**src/rtl/periph_bus_arbiter_pkg.sv**
```systemverilog
// Shared types and address map for the two-master peripheral bus arbiter.
package periph_bus_arbiter_pkg;

    localparam logic [31:0] DM_LO  = 32'h0000_0000;
    localparam logic [31:0] DM_HI  = 32'h0000_2FFF;
    localparam logic [31:0] TC0_LO = 32'h0000_7F00;
    localparam logic [31:0] TC0_HI = 32'h0000_7F0B;
    localparam logic [31:0] TC1_LO = 32'h0000_7F10;
    localparam logic [31:0] TC1_HI = 32'h0000_7F1B;

    typedef enum logic [1:0] {
        IDLE = 2'd0,
        OWN0 = 2'd1,
        OWN1 = 2'd2
    } arb_state_e;

    typedef enum logic [1:0] {
        TGT_DM   = 2'd0,
        TGT_TC0  = 2'd1,
        TGT_TC1  = 2'd2,
        TGT_NONE = 2'd3
    } tgt_e;

    // One master's request bundle; byteen == 0 marks a read.
    typedef struct packed {
        logic        req;
        logic [31:0] addr;
        logic [31:0] wdata;
        logic [3:0]  byteen;
    } mreq_t;

    function automatic logic in_range(input logic [31:0] a,
                                      input logic [31:0] lo,
                                      input logic [31:0] hi);
        return (a >= lo) && (a <= hi);
    endfunction

endpackage

```
**src/rtl/periph_bus_arbiter_if.sv**
```systemverilog
// Bus bundle between the two masters, the arbiter and the DM/timer slaves.
interface periph_bus_arbiter_if;
    logic        m0_req,    m1_req;
    logic [31:0] m0_addr,   m1_addr;
    logic [31:0] m0_wdata,  m1_wdata;
    logic [3:0]  m0_byteen, m1_byteen;
    logic        m0_gnt,    m1_gnt;
    logic        m0_rvalid, m1_rvalid;
    logic [31:0] m0_rdata,  m1_rdata;
    logic [31:0] s_addr;
    logic [31:0] s_wdata;
    logic [3:0]  dm_byteen;
    logic        tc0_we;
    logic        tc1_we;
    logic [31:0] dm_rdata;
    logic [31:0] tc0_rdata;
    logic [31:0] tc1_rdata;
    logic        bus_err;

    // Arbiter side.
    modport slave (
        input  m0_req, m1_req, m0_addr, m1_addr, m0_wdata, m1_wdata,
               m0_byteen, m1_byteen, dm_rdata, tc0_rdata, tc1_rdata,
        output m0_gnt, m1_gnt, m0_rvalid, m1_rvalid, m0_rdata, m1_rdata,
               s_addr, s_wdata, dm_byteen, tc0_we, tc1_we, bus_err
    );

    // Environment side (masters plus slaves).
    modport master (
        output m0_req, m1_req, m0_addr, m1_addr, m0_wdata, m1_wdata,
               m0_byteen, m1_byteen, dm_rdata, tc0_rdata, tc1_rdata,
        input  m0_gnt, m1_gnt, m0_rvalid, m1_rvalid, m0_rdata, m1_rdata,
               s_addr, s_wdata, dm_byteen, tc0_we, tc1_we, bus_err
    );
endinterface

```
**src/rtl/periph_addr_decode.sv**
```systemverilog
// Maps a byte address onto the DM, one of the two timers, or nothing.
module periph_addr_decode
    import periph_bus_arbiter_pkg::*;
(
    input  logic [31:0] addr,
    output tgt_e        tgt
);

    always_comb begin
        tgt = TGT_NONE;
        if (in_range(addr, DM_LO, DM_HI))
            tgt = TGT_DM;
        else if (in_range(addr, TC0_LO, TC0_HI))
            tgt = TGT_TC0;
        else if (in_range(addr, TC1_LO, TC1_HI))
            tgt = TGT_TC1;
    end

endmodule

```
**src/rtl/periph_bus_arbiter.sv**
```systemverilog
// Two-master (CPU, DMA) arbiter for the DM/timer peripheral bus with burst-limited ownership.
// Optional macro PERIPH_ARB_RR_EN: round-robin choice in IDLE instead of fixed M0 priority.
module periph_bus_arbiter
    import periph_bus_arbiter_pkg::*;
#(
    parameter int MAX_BURST = 4
) (
    input  logic                 clk,
    input  logic                 reset,
    periph_bus_arbiter_if.slave  bus
);

    localparam logic [3:0] BURST_LIM = 4'(MAX_BURST);

    arb_state_e state_q, state_d;
    logic [3:0] cnt_q, cnt_d, cnt_inc;
    logic       rd_pend_q, rd_pend_d;
    logic       rd_id_q, rd_id_d;
    tgt_e       rd_tgt_q, rd_tgt_d;
    logic       err_q, err_d;

    mreq_t [1:0] mreq;
    mreq_t       own;
    logic        own_id, other_req, any_req;
    logic        gnt0, gnt1, gnt, is_wr, pick, burst_done;
    arb_state_e  other_own;
    tgt_e        tgt;
    logic [31:0] rdata;

    assign mreq[0] = {bus.m0_req, bus.m0_addr, bus.m0_wdata, bus.m0_byteen};
    assign mreq[1] = {bus.m1_req, bus.m1_addr, bus.m1_wdata, bus.m1_byteen};

    assign own_id    = (state_q == OWN1);
    assign own       = mreq[own_id];
    assign other_req = mreq[~own_id].req;
    assign other_own = own_id ? OWN0 : OWN1;
    assign any_req   = mreq[0].req | mreq[1].req;

    assign gnt0  = (state_q == OWN0) && mreq[0].req;
    assign gnt1  = (state_q == OWN1) && mreq[1].req;
    assign gnt   = gnt0 | gnt1;
    assign is_wr = |own.byteen;

    periph_addr_decode u_dec (
        .addr (own.addr),
        .tgt  (tgt)
    );

`ifdef PERIPH_ARB_RR_EN
    // Last grantee; starts at 1 so M0 takes the first contested IDLE decision.
    logic last_q, last_d;

    always_comb begin
        last_d = last_q;
        if (gnt)
            last_d = gnt1;
    end

    always_ff @(posedge clk) begin
        if (!reset)
            last_q <= 1'b1;
        else
            last_q <= last_d;
    end

    assign pick = (mreq[0].req && mreq[1].req) ? ~last_q : mreq[1].req;
`else
    assign pick = mreq[1].req & ~mreq[0].req;
`endif

    // Saturating so a long uncontested burst cannot wrap back under the limit.
    assign cnt_inc    = (gnt && cnt_q != 4'hF) ? cnt_q + 4'd1 : cnt_q;
    assign burst_done = (cnt_inc >= BURST_LIM);

    always_comb begin
        state_d = state_q;
        cnt_d   = cnt_inc;
        case (state_q)
            IDLE: begin
                if (any_req)
                    state_d = pick ? OWN1 : OWN0;
            end
            OWN0, OWN1: begin
                if (!own.req)
                    state_d = other_req ? other_own : IDLE;
                else if (burst_done && other_req)
                    state_d = other_own;
            end
            default: state_d = IDLE;
        endcase
        if (state_d != state_q)
            cnt_d = '0;
    end

    // Response bookkeeping survives an ownership switch because the id is registered.
    always_comb begin
        rd_pend_d = gnt && !is_wr;
        rd_id_d   = own_id;
        rd_tgt_d  = tgt;
        err_d     = gnt && (tgt == TGT_NONE);
    end

    always_ff @(posedge clk) begin
        if (!reset) begin
            state_q   <= IDLE;
            cnt_q     <= '0;
            rd_pend_q <= 1'b0;
            rd_id_q   <= 1'b0;
            rd_tgt_q  <= TGT_NONE;
            err_q     <= 1'b0;
        end else begin
            state_q   <= state_d;
            cnt_q     <= cnt_d;
            rd_pend_q <= rd_pend_d;
            rd_id_q   <= rd_id_d;
            rd_tgt_q  <= rd_tgt_d;
            err_q     <= err_d;
        end
    end

    always_comb begin
        case (rd_tgt_q)
            TGT_DM:  rdata = bus.dm_rdata;
            TGT_TC0: rdata = bus.tc0_rdata;
            TGT_TC1: rdata = bus.tc1_rdata;
            default: rdata = '0;
        endcase
    end

    // Every output is forced low while reset is held, including a response already in flight.
    logic rv0, rv1, drive;
    assign rv0   = reset & rd_pend_q & ~rd_id_q;
    assign rv1   = reset & rd_pend_q &  rd_id_q;
    assign drive = reset & gnt;

    assign bus.m0_gnt    = reset & gnt0;
    assign bus.m1_gnt    = reset & gnt1;
    assign bus.m0_rvalid = rv0;
    assign bus.m1_rvalid = rv1;
    assign bus.m0_rdata  = rv0 ? rdata : '0;
    assign bus.m1_rdata  = rv1 ? rdata : '0;
    assign bus.s_addr    = drive ? own.addr  : '0;
    assign bus.s_wdata   = drive ? own.wdata : '0;
    assign bus.dm_byteen = (drive && tgt == TGT_DM) ? own.byteen : '0;
    assign bus.tc0_we    = drive & is_wr & (tgt == TGT_TC0);
    assign bus.tc1_we    = drive & is_wr & (tgt == TGT_TC1);
    assign bus.bus_err   = reset & err_q;

endmodule

```
**src/flat_wrapper.sv**
```systemverilog
// flat-port wrapper written by rule: the top's interface ports become plain ports
module periph_bus_arbiter_flat import periph_bus_arbiter_pkg::*;
#(
    parameter int MAX_BURST = 4
)
  (clk, reset, bus_m0_req, bus_m1_req, bus_m0_addr, bus_m1_addr, bus_m0_wdata, bus_m1_wdata, bus_m0_byteen, bus_m1_byteen, bus_dm_rdata, bus_tc0_rdata, bus_tc1_rdata, bus_m0_gnt, bus_m1_gnt, bus_m0_rvalid, bus_m1_rvalid, bus_m0_rdata, bus_m1_rdata, bus_s_addr, bus_s_wdata, bus_dm_byteen, bus_tc0_we, bus_tc1_we, bus_bus_err);
  periph_bus_arbiter_if bus_i ();
  input  logic clk;
  input  logic reset;
  input wire logic [$bits(bus_i.m0_req)-1:0] bus_m0_req;
  input wire logic [$bits(bus_i.m1_req)-1:0] bus_m1_req;
  input wire logic [$bits(bus_i.m0_addr)-1:0] bus_m0_addr;
  input wire logic [$bits(bus_i.m1_addr)-1:0] bus_m1_addr;
  input wire logic [$bits(bus_i.m0_wdata)-1:0] bus_m0_wdata;
  input wire logic [$bits(bus_i.m1_wdata)-1:0] bus_m1_wdata;
  input wire logic [$bits(bus_i.m0_byteen)-1:0] bus_m0_byteen;
  input wire logic [$bits(bus_i.m1_byteen)-1:0] bus_m1_byteen;
  input wire logic [$bits(bus_i.dm_rdata)-1:0] bus_dm_rdata;
  input wire logic [$bits(bus_i.tc0_rdata)-1:0] bus_tc0_rdata;
  input wire logic [$bits(bus_i.tc1_rdata)-1:0] bus_tc1_rdata;
  output wire logic [$bits(bus_i.m0_gnt)-1:0] bus_m0_gnt;
  output wire logic [$bits(bus_i.m1_gnt)-1:0] bus_m1_gnt;
  output wire logic [$bits(bus_i.m0_rvalid)-1:0] bus_m0_rvalid;
  output wire logic [$bits(bus_i.m1_rvalid)-1:0] bus_m1_rvalid;
  output wire logic [$bits(bus_i.m0_rdata)-1:0] bus_m0_rdata;
  output wire logic [$bits(bus_i.m1_rdata)-1:0] bus_m1_rdata;
  output wire logic [$bits(bus_i.s_addr)-1:0] bus_s_addr;
  output wire logic [$bits(bus_i.s_wdata)-1:0] bus_s_wdata;
  output wire logic [$bits(bus_i.dm_byteen)-1:0] bus_dm_byteen;
  output wire logic [$bits(bus_i.tc0_we)-1:0] bus_tc0_we;
  output wire logic [$bits(bus_i.tc1_we)-1:0] bus_tc1_we;
  output wire logic [$bits(bus_i.bus_err)-1:0] bus_bus_err;
  assign bus_i.m0_req = bus_m0_req;
  assign bus_i.m1_req = bus_m1_req;
  assign bus_i.m0_addr = bus_m0_addr;
  assign bus_i.m1_addr = bus_m1_addr;
  assign bus_i.m0_wdata = bus_m0_wdata;
  assign bus_i.m1_wdata = bus_m1_wdata;
  assign bus_i.m0_byteen = bus_m0_byteen;
  assign bus_i.m1_byteen = bus_m1_byteen;
  assign bus_i.dm_rdata = bus_dm_rdata;
  assign bus_i.tc0_rdata = bus_tc0_rdata;
  assign bus_i.tc1_rdata = bus_tc1_rdata;
  assign bus_m0_gnt = bus_i.m0_gnt;
  assign bus_m1_gnt = bus_i.m1_gnt;
  assign bus_m0_rvalid = bus_i.m0_rvalid;
  assign bus_m1_rvalid = bus_i.m1_rvalid;
  assign bus_m0_rdata = bus_i.m0_rdata;
  assign bus_m1_rdata = bus_i.m1_rdata;
  assign bus_s_addr = bus_i.s_addr;
  assign bus_s_wdata = bus_i.s_wdata;
  assign bus_dm_byteen = bus_i.dm_byteen;
  assign bus_tc0_we = bus_i.tc0_we;
  assign bus_tc1_we = bus_i.tc1_we;
  assign bus_bus_err = bus_i.bus_err;
  periph_bus_arbiter #(.MAX_BURST(MAX_BURST)) u_core (.clk(clk), .reset(reset), .bus(bus_i));
endmodule
```
**config.mk**
```make
export PLATFORM = sky130hd
export DESIGN_NAME = periph_bus_arbiter_flat
export DESIGN_NICKNAME = d
export VERILOG_FILES = /design/src/rtl/periph_bus_arbiter_pkg.sv /design/src/rtl/periph_bus_arbiter_if.sv /design/src/rtl/periph_addr_decode.sv /design/src/rtl/periph_bus_arbiter.sv /design/src/flat_wrapper.sv
export SDC_FILE = /design/constraint.sdc
export NUM_CORES = 1
export LEC_CHECK = 0
export CORE_AREA = 2 2 145 147
export CTS_CLUSTER_SIZE = 10
export DETAILED_ROUTE_END_ITERATION = 8
export DIE_AREA = 0 0 147 149
export GPL_TIMING_DRIVEN = 0
export PLACE_DENSITY = 0.52
export SETUP_SLACK_MARGIN = 0.1
export SYNTH_ARGS = -nofsm -noshare
export SYNTH_HDL_FRONTEND = slang
export SYNTH_HIERARCHICAL = 1
export SYNTH_SLANG_ARGS = --single-unit
```
**constraint.sdc**
```tcl
create_clock -name clk -period 6.43 [get_ports clk]
set_input_delay 1.286 -clock clk [delete_from_list [all_inputs] [get_ports clk]]
set_output_delay 1.286 -clock clk [all_outputs]
set_load 0.03 [all_outputs]
```
**Yosys cells after proc, flatten, opt, wreduce, memory -nomap -nowiden**

Index checks and enable logic that the tools add are counted.

- Flip-flop bits (word level): 11
- Word-level logic and storage cells: 80

- $add $sub $neg: 1
- Magnitude comparators: 9
- Equal/unequal tests: 9
- Multiplexer cells: 21
- Bitwise logic cells: 17
- Reductions and logical operators: 17

Operators with widths:

| kind | count |
|---|---|
| $mux 69 | 4 |
| $mux 32 | 4 |
| $pmux 32 s3 | 1 |
| $ge 32x15->1 const B | 2 |
| $le 32x15->1 const B | 2 |
| $ge 32x1->1 const B | 1 |
| $le 32x14->1 const B | 1 |
| $mux 2 | 8 |
| $and 1x1->1 | 11 |
| $logic_and 1x1->1 | 10 |
| $eq 2x2->1 const B | 4 |
| $mux 4 | 2 |
| $eq 2x1->1 const B | 3 |
| $logic_not 2->1 | 3 |
| $add 4x1->4 const B | 1 |
| $ge 4x3->1 const B | 1 |
| $lt 1x2->1 const B | 2 |
| $ne 4x4->1 const B | 1 |
| $not 1->1 | 4 |
| $pmux 2 s2 | 1 |
| $reduce_or 2->1 | 2 |
| $reduce_or 4->1 | 1 |
| $ne 2x2->1 | 1 |
| $or 1x1->1 | 2 |
| 2 further kinds | 2 |

**Longest topological paths before layout**

Gate-level depths: netlist of the first run.

- Word-level depth: 12
- Gate-level depth with buffers: 12

**Hierarchy**

The synthesis of the first run kept the hierarchy.

Modules (own cells, without submodules):

| module | instances | cells an instance | area each (µm²) | seq. area each (µm²) |
|---|---|---|---|---|
| periph_bus_arbiter | 1 | 442 | 2899.0 | 220.2 |
| periph_addr_decode | 1 | 18 | 115.1 | 0.0 |

**Least setup slack after synthesis of the first run**

OpenSTA, ideal clock, no wires.

- Path type: input to output
- Start: input bus_m1_addr[5]
- End: output bus_tc1_we
- Arrival time: 3.341 ns
- Data required time: 5.144 ns
- Path slack: 1.803 ns
- Stages: 6
- Path through: mux2_2 > nand4b_1 > a2111oi_2 > and3_1 > o21ai_1 > nor4_1

- Cells in the longest elaborated chain, start to end: 9
- Elaborated cells on any way between the ends: 16
- Those cells by class: order compare (6); eq/ne (1); mux (5); bitwise (1); reduce/logical (3)

Ends and longest elaborated chain:

| item | RTL line | source |
|---|---|---|
| from (decl) | flat_wrapper.sv:13 | `input wire logic [$bits(bus_i.m1_addr)-1:0] bus_m1_addr;` |
| $mux 69 (implied by the code) (*) (2 in a row) | periph_bus_arbiter.sv:34 | `assign own = mreq[own_id];` |
| $ge 32x15->1 or $le 32x15->1 (tied branches) | periph_bus_arbiter_pkg.sv:35 | `return (a >= lo) && (a <= hi);` |
| $logic_and 1x1->1 | periph_bus_arbiter_pkg.sv:35 |  |
| $mux 1 | periph_addr_decode.sv:15 | `else if (in_range(addr, TC1_LO, TC1_HI))` |
| $mux 2 | periph_addr_decode.sv:13 | `else if (in_range(addr, TC0_LO, TC0_HI))` |
| $mux 2 (*) | periph_addr_decode.sv:11 | `if (in_range(addr, DM_LO, DM_HI))` |
| named net u_core.rd_tgt_d[0] | periph_bus_arbiter.sv:19 | `tgt_e rd_tgt_q, rd_tgt_d;` |
| $eq 2x2->1 (*) | periph_bus_arbiter.sv:146 | `assign bus.tc1_we = drive & is_wr & (tgt == TGT_TC1);` |
| $and 1x1->1 (*) | periph_bus_arbiter.sv:146 |  |
| to (decl) | flat_wrapper.sv:31 | `output wire logic [$bits(bus_i.tc1_we)-1:0] bus_tc1_we;` |

The timed path passes the listed nets; every way through them passes the cells marked *. The select of a mux whose other input is x is not followed.

==> results of run 1 <==
[critical path, delay by kind of cell (launching register included)]
kind | cells | cell delay, ns
fa+ha+maj | 1 | 0.36
buf+inv | 4 | 1.44
compound gates | 1 | 0.17
simple gates | 5 | 1.45
flops | 1 | 0.51
mux | 1 | 0.39
[final timing paths]
kind,cells past startpoint,to,start
max,12,bus_dm_byteen[1],u_core/state_q[1]
min,2,u_core/cnt_q[1],u_core/cnt_q[1]
max reg2reg,10,u_core/rd_tgt_q[0],u_core/state_q[1]
min reg2reg,2,u_core/cnt_q[1],u_core/cnt_q[1]
[cells in the final DEF (no fill, tap or decap), types with 2 or more instances in the layout]
master and count:
sky130_fd_sc_hd__clkbuf_16 3, sky130_fd_sc_hd__buf_1 2, sky130_fd_sc_hd__nand2_1 12, sky130_fd_sc_hd__inv_1 9, sky130_fd_sc_hd__nor2b_1 6, sky130_fd_sc_hd__nor2_1 138
sky130_fd_sc_hd__a31oi_1 2, sky130_fd_sc_hd__buf_2 11, sky130_fd_sc_hd__a21oi_1 39, sky130_fd_sc_hd__nand3_1 7, sky130_fd_sc_hd__a31o_2 2, sky130_fd_sc_hd__clkdlybuf4s50_1 373
sky130_fd_sc_hd__a21o_1 2, sky130_fd_sc_hd__ha_1 5, sky130_fd_sc_hd__o21ai_1 2, sky130_fd_sc_hd__clkbuf_1 23, sky130_fd_sc_hd__o21ai_0 6, sky130_fd_sc_hd__nor3_1 8
sky130_fd_sc_hd__nand4_1 4, sky130_fd_sc_hd__mux2_2 33, sky130_fd_sc_hd__and3_1 34, sky130_fd_sc_hd__nor4_1 7, sky130_fd_sc_hd__dfxtp_1 11, sky130_fd_sc_hd__nand2b_1 2
sky130_fd_sc_hd__mux2i_1 71, sky130_fd_sc_hd__buf_4 3
[cell families (layout without fill, tap and decap cells)]
kind of cell / Yosys count / count (layout)
buf+inv: 49 / 426
simple gates: 225 / 225
xor+xnor: 1 / 1
compound gates: 65 / 65
mux: 104 / 104
fa+ha+maj: 5 / 5
flops: 11 / 11
[flip-flops by register name (all words and copies together) (netlist names)]
signal	cells
u_core/rd_pend_q	1
u_core/rd_tgt_q	2
u_core/cnt_q	4
u_core/state_q	2
u_core/err_q	1
u_core/rd_id_q	1
[routing by layer]
metal,vias to the layer above,share of wire
met3,20,0.081
met1,2118,0.39
met5,-,0
met4,0,0.024
met2,257,0.50
li1,2364,-
[final cells by class]
type	count	area, µm²
fill	2215	13400
timing repair buffer	373	3730
multi-input combinational	400	2580
tap	275	344
sequential	11	220
buffer	40	183
clock buffer	3	75.1
inverter	9	33.8
clock inverter	1	5.00
[power by group]
group	internal, µW	total (µW)	switching [µW]	leakage (µW)
clock	82.6	116	33.1	0.0000409
combinational	210	349	140	0.00261
sequential	70.8	74.8	3.94	0.0000892
total	363	540	177	0.00274
[metrics by stage]
step           total power [µW]  std cells  cell area [µm²]
6_report                    540       1112             7170
5_1_grt                     572       1112             7170
4_1_cts                     545       1112             7170
3_5_place_dp                426       1108             7090
3_3_place_gp                426       1108             7090
2_1_floorplan               220        460             3010
==> results summary, run 1 <==
The sequential fraction of the synthesis area is 0.0731. The pin count of the biggest net entering global routing came out at 11. The biggest area contributor in the post-synthesis netlist is sky130_fd_sc_hd__mux2i_1. Each instance of the synthesized netlist takes up on average 6.55 µm². CTS built an H-tree with a depth of 1. In the synthesized netlist, the cells that appear most often are sky130_fd_sc_hd__nor2_1, sky130_fd_sc_hd__mux2i_1, sky130_fd_sc_hd__a21oi_1, sky130_fd_sc_hd__and3_1, sky130_fd_sc_hd__mux2_2. The total number of nets in the final design came out at 1079. The worst slew margin relative to its limit came out at 0.641. The number of global-route vias before repair is 4740.

The overall die width is 147 µm. On the worst path, the slowest cell contributes a delay of 0.69 ns. Setup violations remaining at the end of the flow were counted as 0. The floorplan step set the die height to 149 µm. The post-synthesis share of cell area spent on xor and xnor gates is 0.00291. STA puts the critical path data arrival time at 4.58 ns. The global placement routability congestion came out at 0.833.

In the post-synthesis netlist, the biggest area contributors are sky130_fd_sc_hd__mux2i_1, sky130_fd_sc_hd__nor2_1, sky130_fd_sc_hd__mux2_2, sky130_fd_sc_hd__dfxtp_1, sky130_fd_sc_hd__and3_1. The starting density of the core came out at 0.147. The critical path goes through ha_1, buf_2, buf_2, mux2_2, nor4_1, nand4_1, nor4_1, o21ai_1, inv_1, nand4_1, nor2_1, clkdlybuf4s50_1.

The first detailed-routing pass took 4 iterations. The routed design has 18.1 mm of wire. The number of warning messages in the yosys log is 6.

The portion of synthesized area spent on multiplexers is 0.359. Gates resized during post-CTS repair numbered 0. The hold violation total from the final report came out at 0. For this design, the CTS-stage hold fixing added 0 buffers.

Among all cell types in the netlist, the one instantiated most often is sky130_fd_sc_hd__nor2_1. The post-synthesis instance total came out at 460. The number of placement rows is 53. The final cell utilization of the core came out at 0.349. Detailed placement finished with a half-perimeter wire length of 15.9 mm. Across every metal layer, demand over resource in global routing totals 0.155. For this run, global-route usage on met1 was measured as 0.172. Across all register-to-register paths, the minimum setup slack is 3.05 ns.

Hold timing on the final database bottoms out at a slack of 0.576 ns. The critical path endpoint category is a primary output. IR analysis of the VDD net gives a maximum drop of 0.0000659 V. The power density over cell area is 75.2 nW/µm². The final cycle utilization of the critical path is 0.912.

Setup repair after global routing left no endpoint under its margin. Input and output buffers added on the ports amount to 373. The count of flip-flops with a built-in enable after synthesis is 0. The detail route stage leaves a number of antenna-violating nets equal to 0. The insertion delay to the later sink of the worst-skew pair is 0.24 ns. The required time at the worst-slack endpoint is 5.14 ns. The portion of synthesized cell area occupied by the leading cell type came out at 0.236. The floorplan step defined a die boundary enclosing 21900 µm². The fraction of met2 tracks used by global routing came out at 0.294. The count of maximum capacitance violations came out at 0. The maximum root-to-sink buffer count is 2. The cell sitting at the root of the clock tree is a sky130_fd_sc_hd__clkbuf_16.

The post-synthesis instance area is 3010 µm². After clock tree synthesis, the clock-pin slew on the worst setup and hold paths is 0.04 ns. The run finished with clean final reports. In this run the worst hold path is classified as flop to flop. The fraction of met3 tracks used by global routing came out at 0.0339. The floorplan step defined a core boundary enclosing 20600 µm². After detailed routing, the number of vias per cell comes to 4.28. The initial antenna violation count is 0.

On the final layout, the worst clock skew is 0.00275 ns. The total nets after synthesis is 701. Across all layers, the routed design uses 4759 vias. STA classifies the critical path startpoint as a flop. The worst path setup slack after routing came out at 0.566 ns. The number of CTS-inserted buffers is 3. The number of antenna diodes came out at 0. The first routing iteration left 149 violations.

TritonCTS built the clock tree. The actual transition at the worst max-transition pin is 0.539 ns. The share of flip-flops with an asynchronous set or reset is 0.

The area growth from synthesis to layout is 138%. The number of synthesized register bits came out at 11. The top flip-flop cell by instance count after synthesis is sky130_fd_sc_hd__dfxtp_1. The total congestion overflow came out at 0. The layer flagged by global routing as most heavily used is met2. The wire length of the first global-routing pass came out at 26.7 mm. The simple-gate share of the synthesized area came out at 0.340. The post-CTS setup-driven buffer insertion count is 0. The maximum net fanout on the critical path is 10.

The worst setup path is of the flop to primary output kind. The compound-cell area share of the yosys netlist is 0.132. The post-placement setup slack is 0.721 ns. The share of synthesized cell area in full adder, half adder and majority cells came out at 0.0208. The minimum clock period came out at 5.86 ns. The average wire per cell in the routed design is 16.3 µm.

The post-detailed-route DRC marker count came out at 0. The maximum clock frequency is 0.171 GHz. In this run, distinct cell masters in the synthesized netlist total 45.

The cell with the biggest individual delay on the critical path is sky130_fd_sc_hd__clkdlybuf4s50_1. The fraction of final layout cells with drive strength greater than 1 is 0.0693. CTS saw 11 sinks. The number of top-level design ports is 375. The static leakage came out at 0.00274 µW.

The setup TNS after final layout is 0 ns. The combinational family with the most area after synthesis is multiplexers. The max-slew violation count is 0.
Power figures use the tool's default switching activity.
==> run 2, diff against run 1 <==
--- a/config.mk
+++ b/config.mk
@@ -11,5 +11,5 @@
 export DIE_AREA = 0 0 147 149
 export GPL_TIMING_DRIVEN = 0
-export PLACE_DENSITY = 0.52
+export PLACE_DENSITY_LB_ADDON = 0.05
 export SETUP_SLACK_MARGIN = 0.1
 export SYNTH_ARGS = -nofsm -noshare
==> constraint.sdc (replaced) <==
create_clock -name clk -period 6.43 [get_ports clk]
set_input_delay 1.929 -clock clk [delete_from_list [all_inputs] [get_ports clk]]
set_output_delay 1.929 -clock clk [all_outputs]
set_load 0.03 [all_outputs]
==> run 2 against run 1 <==
  * Maximum frequency decreased by 4.8%
  * Design area is 0.63% higher
  * Critical path depth is 2 lower
  * Largest cell class unchanged
  * Largest power group unchanged
==> results summary, run 2 (synthesis results as in run 1) <==
The actual transition at the worst max-transition pin is 0.559 ns. The initialized floorplan defines 53 standard-cell rows. For this design, the slowest cell found on the critical path is sky130_fd_sc_hd__clkdlybuf4s50_1. The HPWL reported at the end of detailed placement came out at 17.4 mm.

The source of the worst register-to-register timing path is u_core/state_q[1]. The hold buffer count at CTS is 0. The insertion delay to the later sink of the worst-skew pair is 0.23 ns. The startpoint identified for the worst hold timing path is u_core/cnt_q[1]. The critical path endpoint category is a primary output. The starting density of the core is 0.147. The static leakage is 0.00284 µW.

The required time at the worst-slack endpoint came out at 4.50 ns. The finished layout cell area came out at 7220 µm². The minimum clock period is 6.16 ns. The initial antenna violation count came out at 2. The signal on the critical path passes through clkdlybuf4s50_1, mux2_2, nand4bb_4, a2111oi_4, and3_1, o21ai_1, inv_2, nand4_1, nor2_1, buf_2.

The worst path setup slack after routing came out at 0.268 ns. The register with the most flip-flops in the layout has 4 of them. After detailed placement, the total cell area comes to 7090 µm². Leaving out fill and tap cells, the most frequent cell in the layout is sky130_fd_sc_hd__clkdlybuf4s50_1. The standard cell core area came out at 20600 µm². The number of fillers in the final layout is 2197. In the layout the commonest cells are sky130_fd_sc_hd__clkdlybuf4s50_1, sky130_fd_sc_hd__nor2_1, sky130_fd_sc_hd__mux2i_1.

At the placement stage, the worst setup path has a slack of -0.526 ns. The kind of start point of the critical path is an input pin. The run finished with clean final reports.

The worst slew margin relative to its limit is 0.628. After global routing the overflow that remains totals 0. The worst IR drop on VDD came out at 0.0000606 V. The post-detailed-route DRC marker count is 0. The clock passes through at most 2 buffers. The area of the multi-input gates came out at 2640 µm². The number of vias in the routed layout is 4844. In this design, the stage delay of the slowest critical-path cell is 0.40 ns. Setup repair after global routing could not meet its margin everywhere.

The number of violations reported at the end of detailed-routing iteration 0 is 98. Along the worst path, the maximum fanout reaches 4. The CTS H-tree depth is 1. The maximum clock frequency is 0.162 GHz. The total number of nets in the final design is 1081. The area of the die came out at 21900 µm². The routed wire length came out at 19.9 mm. The area growth from synthesis to layout is 139%. The first-pass iteration count of the detailed router came out at 4. The max-slew violation count came out at 0. The pin count of the biggest net entering global routing is 11. For this run, the total global-route usage over all layers was measured as 0.170. The power density over cell area is 74.9 nW/µm².

The kind of critical path is input pin to primary output. The setup TNS after final layout is 0 ns. The number of top-level design ports is 375. The final cycle utilization of the critical path came out at 0.958. The hold violation total from the final report came out at 0. The number of clock buffers added by TritonCTS is 3. The number of global-route vias before repair is 5054. In this run the worst setup path begins at bus_m0_addr[7].

The register area is 220 µm². The critical path data arrival time came out at 4.23 ns. In this run the clock root is driven by a sky130_fd_sc_hd__clkbuf_16.

The largest registers in the layout are u_core/cnt_q: 4 flops, u_core/rd_tgt_q: 2 flops, u_core/state_q: 2 flops. The final cell utilization of the core is 0.351. The count of maximum capacitance violations is 0. The clock sink count came out at 11.

The top register by number of flip-flops is u_core/cnt_q. The count of nets left with antenna violations after detail routing came out at 0. The number of buffers inserted by port buffering came out at 373. The type of the worst min-delay path is flop to flop. Setup violations remaining at the end of the flow were counted as 0.

The height of the chip is 149 µm. The wire length of the first global-routing pass came out at 29.2 mm. The number of buffer and inverter stages on the critical path is 3. The critical path's top delay family is simple AND/OR/NAND/NOR gates. The clock transition at the register clock pins on the worst setup and hold paths after CTS came out at 0.04 ns. The clock skew came out at 0.000754 ns. TritonCTS built the clock tree. The global placement routability congestion came out at 0.856. The register-to-register setup slack is 3.28 ns. In the final layout, the share of cells above drive strength 1 is 0.0882. The detailed-route vias per instance is 4.34. The average wire per cell in the routed design is 17.9 µm.

The overall die width came out at 147 µm.
## run 2: cell types whose count changed in the layout (fill, tap and decap cells not counted), moves of 3 or more
cell                              previous run  this run
sky130_fd_sc_hd__dlygate4sd2_1               0        12
sky130_fd_sc_hd__nor4_1                      7         3
sky130_fd_sc_hd__clkbuf_2                    0         3
sky130_fd_sc_hd__buf_2                      11        14
sky130_fd_sc_hd__clkdlybuf4s50_1           373       354
sky130_fd_sc_hd__buf_4                       3         6
sky130_fd_sc_hd__nor4_2                      0         3
## run 2: report_power, final
part / internal, µW / total [µW] / switching, µW
clock network: 83.1 / 112 / 28.5
registers: 70.9 / 75.1 / 4.16
logic: 210 / 354 / 144
total: 364 / 540 / 177
## run 2: final timing paths
check / endpoint / cells after the start
setup / recovery: bus_dm_byteen[2] / 10
hold / removal: u_core/cnt_q[1] / 2
setup reg to reg: u_core/rd_tgt_q[0] / 11
hold reg to reg: u_core/cnt_q[1] / 2
## run 2: what timing repair did
| action | CTS | global route |
|---|---|---|
| buffers inserted | 0 | 2 |
| pin swaps | 1 | 4 |
| resized for setup | 38 | 17 |
| setup endpoints to repair | 18 | 34 |
| hold endpoints to repair | 0 | 0 |
## run 2: cell type report
class | count | share of cell area
buffer | 40 | 0.0255
timing repair buffer | 375 | 0.514
inverter | 9 | 0.00468
tap | 275 | 0.0477
multi-input combinational | 400 | 0.366
sequential | 11 | 0.0305
antenna | 2 | 0.000693
clock buffer | 4 | 0.0109
## run 2: per-layer routing
metal | part of all wire | track usage | vias up | wire, µm
li1 | - | - | 2372 | -
met1 | 0.36 | 0.173 | 2209 | 7190
met2 | 0.54 | 0.349 | 253 | 10700
met3 | 0.090 | 0.0459 | 10 | 1810
met4 | 0.011 | 0.0284 | 0 | 221
met5 | 0 | 0 | - | 0
## run 2: stage by stage
step / hold WS (ns) / power (µW) / std cells
floorplan: 0.542 / 220 / 460
global placement: 0.556 / 426 / 1108
detailed placement: 0.597 / 428 / 1108
CTS: 0.596 / 544 / 1112
global route: 0.638 / 572 / 1116
finish: 0.594 / 540 / 1116
## run 2: worst reg2reg max path, stage by stage, from the launching register on
cell and delay, ns:
sky130_fd_sc_hd__dfxtp_1 0.50, sky130_fd_sc_hd__ha_1 0.34, sky130_fd_sc_hd__buf_1 0.47, sky130_fd_sc_hd__mux2_2 0.42
sky130_fd_sc_hd__nand4bb_4 0.24, sky130_fd_sc_hd__a2111oi_4 0.38, sky130_fd_sc_hd__and3_1 0.21, sky130_fd_sc_hd__o21ai_1 0.13
sky130_fd_sc_hd__inv_2 0.09, sky130_fd_sc_hd__buf_4 0.10, sky130_fd_sc_hd__buf_4 0.10, sky130_fd_sc_hd__nand2_1 0.05
